==> config.mk <==
export PLATFORM = sky130hd
export DESIGN_NAME = mult_div_param
export DESIGN_NICKNAME = d
export VERILOG_FILES = /design/src/rtl/mult_div_param.sv
export SDC_FILE = /design/constraint.sdc
export NUM_CORES = 1
export LEC_CHECK = 0
export CAP_MARGIN = 0
export CORE_MARGIN = 4
export CORE_UTILIZATION = 60
export CTS_BUF_LIST = sky130_fd_sc_hd__clkbuf_4 sky130_fd_sc_hd__clkbuf_8
export DETAILED_ROUTE_END_ITERATION = 12
export PLACE_DENSITY_LB_ADDON = 0.08
export RECOVER_POWER = 25
export SLEW_MARGIN = 20
export SYNTH_ARGS = -nofsm -noshare
export SYNTH_HDL_FRONTEND = slang
export SYNTH_SLANG_ARGS = --single-unit
export TNS_END_PERCENT = 10
==> constraint.sdc <==
create_clock -name clk -period 4.95 [get_ports clk]
set_clock_uncertainty 0.2 [all_clocks]
set_input_delay 0.99 -clock clk [delete_from_list [all_inputs] [get_ports clk]]
set_output_delay 0.99 -clock clk [all_outputs]
set_load 0.1 [all_outputs]
==> src/rtl/mult_div_param.sv <==
// mult_div_param: iterative shift-add multiplier / restoring divider with signed fix-up
module mult_div_param #(
    parameter int WIDTH = 32,
    parameter int CNT_W = 6
) (
    input  logic             clk,
    input  logic             reset,
    input  logic             start,
    input  logic [1:0]       op,
    input  logic             sign,
    input  logic [WIDTH-1:0] a,
    input  logic [WIDTH-1:0] b,
    output logic             busy,
    output logic             done,
    output logic             div_zero,
    output logic [WIDTH-1:0] hi,
    output logic [WIDTH-1:0] lo
);
    localparam logic [1:0] IDLE = 2'd0;
    localparam logic [1:0] RUN  = 2'd1;
    localparam logic [1:0] FIX  = 2'd2;
    localparam logic [1:0] DONE = 2'd3;
    logic [1:0]         state;
    logic [CNT_W-1:0]   cnt;
    logic               is_div, neg_p, neg_r, dz;
    logic [WIDTH-1:0]   mag_b, acc_hi, acc_lo;
    logic               sa, sb, accept, ge;
    logic [WIDTH-1:0]   abs_a, abs_b;
    logic [WIDTH:0]     add_s, sub_r, sub_d;
    logic [2*WIDTH-1:0] prod;
    // -2^(WIDTH-1) negates to itself, which is already the correct unsigned magnitude
    assign sa     = sign & a[WIDTH-1];
    assign sb     = sign & b[WIDTH-1];
    assign abs_a  = sa ? -a : a;
    assign abs_b  = sb ? -b : b;
    assign accept = start & (op == 2'b01 | op == 2'b10);
    assign add_s  = {1'b0, acc_hi} + {1'b0, acc_lo[0] ? mag_b : {WIDTH{1'b0}}};
    assign sub_r  = {acc_hi, acc_lo[WIDTH-1]};
    assign sub_d  = sub_r - {1'b0, mag_b};
    assign ge     = sub_r >= {1'b0, mag_b};
    assign prod   = neg_p ? -{acc_hi, acc_lo} : {acc_hi, acc_lo};
    assign busy   = state == RUN | state == FIX;
    assign done   = state == DONE;
    assign div_zero = dz;
    always_ff @(posedge clk) begin
        if (!reset) begin
            state  <= IDLE;
            cnt    <= '0;
            is_div <= 1'b0;
            neg_p  <= 1'b0;
            neg_r  <= 1'b0;
            dz     <= 1'b0;
            mag_b  <= '0;
            acc_hi <= '0;
            acc_lo <= '0;
            hi     <= '0;
            lo     <= '0;
        end else begin
            case (state)
                IDLE: if (accept) begin
                    is_div <= op[1];
                    neg_p  <= sa ^ sb;
                    neg_r  <= sa;
                    mag_b  <= abs_b;
                    acc_hi <= '0;
                    acc_lo <= abs_a;
                    cnt    <= '0;
                    dz     <= op[1] & (b == '0);
                    state  <= (op[1] & (b == '0)) ? DONE : RUN;
                end
                RUN: begin
                    cnt    <= cnt + 1'b1;
                    acc_hi <= is_div ? (ge ? sub_d[WIDTH-1:0] : sub_r[WIDTH-1:0]) : add_s[WIDTH:1];
                    acc_lo <= is_div ? {acc_lo[WIDTH-2:0], ge} : {add_s[0], acc_lo[WIDTH-1:1]};
                    state  <= (cnt == CNT_W'(WIDTH - 1)) ? FIX : RUN;
                end
                FIX: begin
                    hi    <= is_div ? (neg_r ? -acc_hi : acc_hi) : prod[2*WIDTH-1:WIDTH];
                    lo    <= is_div ? (neg_p ? -acc_lo : acc_lo) : prod[WIDTH-1:0];
                    state <= DONE;
                end
                default: begin
                    dz    <= 1'b0;
                    state <= IDLE;
                end
            endcase
        end
    end
endmodule

==> results.cfg <==
[synth]
yosysTopAreaCellShare = 0.2527
synth_edf_count = 0
synth.most_common_cell = nor2_1
yosys_warnings = 0
seq_area_frac_synth = 0.2527
synth_cell_types = 66
synthArstFlopShare = 0
synth.area.top_cells = dfxtp_1 25%, ha_1 6.7%, nor2_1 6.2%, a21oi_1 5.7%, xnor2_1 5.5%
synthFlopType = dfxtp_1
syn-num-nets = 1982
synth_common_cells = 224 x nor2_1, 172 x dfxtp_1, 165 x nand2_1
synth_top_cell_by_area = dfxtp_1
synth_area_per_cell_um2 = 7.418
syn_inst = 1837
ys_seq_elements = 172
synth_area_um2 = 13630

[global_route]
grt_max_degree = 131
grt_pass1_vias = 13180
gr-total-overflow = 0
grt_pass1_wl_um = 69950
antenna_found_initial = 0
grt_usage = 0.3356

[placement]
dp_slack_ns = 0.3789
place_congestion = 1.039
numPortBuffers = 136
place_area_um2 = 15210
dp_cells = 2175
dp_hpwl_um = 33940

[worst_hold_path]
hold_end = mag_b[31]$_SDFFE_PN0P_
hold_path.class = register to register
min_delay_path_depth = 2
min_from = mag_b[31]$_SDFFE_PN0P_

[floorplanning]
core-area_um2 = 22090
design.die.area_um2 = 25190
rows = 54
io_pins = 137
die_h_um = 158.7
die_x_um = 158.7
initial_core_util = 0.6168

[clock_network]
postCtsHoldBufs = 0
cts_root_buf = clkbuf_8
postCtsSetupRepairBufs = 0
clk_pin_slew_ns = 0.11
cts_sinks = 172
cts-htree-levels = 4
cts_resized = 0
cts_made_buffers = 17
worstSkewPairLatency_ns = 0.48
cts_tree = built
clk_path_buf_depth = 2

[timing]
setup_viol = 0
drv_slew = 167
finalHoldViolCount = 0
worst_slack_ns = 0.4823
setup_tns_ns = 0
period_needed_ns = 4.468
fmax_ghz = 0.2238
worst_pin_slew_ns = 2.725
maxSlewHeadroom = -0.8165
hold_ws_ns = 0.2598
post-route-period-util = 0.9026
rsz0062_at_grt = no

[finish]
antennaDiodeCount = 0
area_delta_synth_final_pct = 14.46
finalNonFillerCells = 2207
postLayoutCellArea_um2 = 15600
nets = 2059
drive_gt1_frac = 0.04826

[critical_path]
crit_path_end_kind = register
ff2ff_path_depth = 13
start_kind = primary input
cp_max_fo = 130
path_class = primary input to register
timing.rr.start = acc_hi[0]$_SDFFE_PN0P_
crit_arrival_ns = 4.59
cp.required_ns = 5.07
startpoint = reset
reg2reg_slack_ns = 0.75
rr_endpoint = acc_hi[29]$_SDFFE_PN0P_

[routing]
post-route-drc-count = 0
ant_nets = 0
vias = 14340
via_per_inst = 6.499
drtIter0Drc = 1530
wl_um = 44280
wire_per_inst_um = 20.06
drtPass1Iterations = 6

[flow_run]
max_cap_violations = 2

[outcome]
violations = max-capacitance violations, max-slew violations
status = complete, but fails checks

[power]
peakVddDrop_mv = 0.1785
p_leak_nw = 5.898
powerDensity_nw_per_um2 = 244.5
[registers in the layout, summed over array words and instances, names as in the netlist]
name,cells
acc_hi,32
state,2
div_zero,1
acc_lo,32
lo,32
cnt,6
neg_r,1
neg_p,1
hi,32
is_div,1
mag_b,32
[worst max path at each step]
stage                               to  cells past startpoint
3_3_place_gp     div_zero$_SDFFE_PN0P_                      9
3_5_place_dp     div_zero$_SDFFE_PN0P_                      9
2_1_floorplan    div_zero$_SDFFE_PN0P_                      8
6_report       acc_hi[20]$_SDFFE_PN0P_                      7
5_1_grt        acc_hi[21]$_SDFFE_PN0P_                      7
4_1_cts          div_zero$_SDFFE_PN0P_                      9
[cell type report]
cell class / count / area (µm²)
flip-flops and latches: 172 / 3445
repair buffers: 168 / 1608
fillers: 1861 / 6496
inverters: 74 / 280.3
well taps: 280 / 350.3
multi-input cells: 1481 / 9505
clock inverters: 15 / 175.2
clock buffers: 17 / 234.0
[per-stage QoR]
stage            util  power, W
3_5_place_dp   0.6883  0.002776
3_3_place_gp   0.6883  0.002749
4_1_cts        0.7068  0.003782
6_report       0.7060  0.003813
5_1_grt        0.7060  0.003991
2_1_floorplan       -  0.002405
[cells in the final DEF (no fill, tap or decap), drive strengths merged, types with 14 or more instances in the layout]
master         instances
a211oi                85
a21o                  27
a21oi                157
a22oi                 18
a31oi                 19
and3                  14
buf                   30
clkbuf                19
clkdlybuf4s50        134
dfxtp                172
ha                    73
inv                   80
mux2i                 56
nand2                166
nand2b                14
nand3                 32
nand4                 19
nor2                 224
nor3                  44
nor4                  15
o211ai                34
o21a                  14
o21ai                124
o31ai                 22
or3                   18
or4                   17
xnor2                 85
xor2                  83
[worst max-delay path: stages]
cell and delay, ns:
dlygate4sd3_1 0.59, inv_4 0.10, clkbuf_2 1.87, nor2_1 0.13
buf_4 0.38, a22oi_1 0.25, o21ai_0 0.12
[metal layers]
metal,wire length (µm),GRT usage
met4,1087,0.09467
met1,18880,0.4737
met2,19540,0.5289
met3,4769,0.06065
met5,0,0
[power breakdown]
part | internal, W | leakage [nW] | switching, W
Clock | 0.000384 | 0.195 | 0.000641
Sequential | 0.00146 | 1.40 | 0.000126
Combinational | 0.000453 | 4.31 | 0.000750
[kinds of logic after synthesis]
| group | Yosys count | synth area share |
|---|---|---|
| buf+inv | 184 | 0.05114 |
| simple gates | 607 | 0.2071 |
| mux | 61 | 0.04527 |
| compound gates | 570 | 0.2659 |
| flops | 172 | 0.2527 |
| xor+xnor | 168 | 0.1080 |
| fa+ha+maj | 75 | 0.06997 |
(Power assumes the default switching activity.)
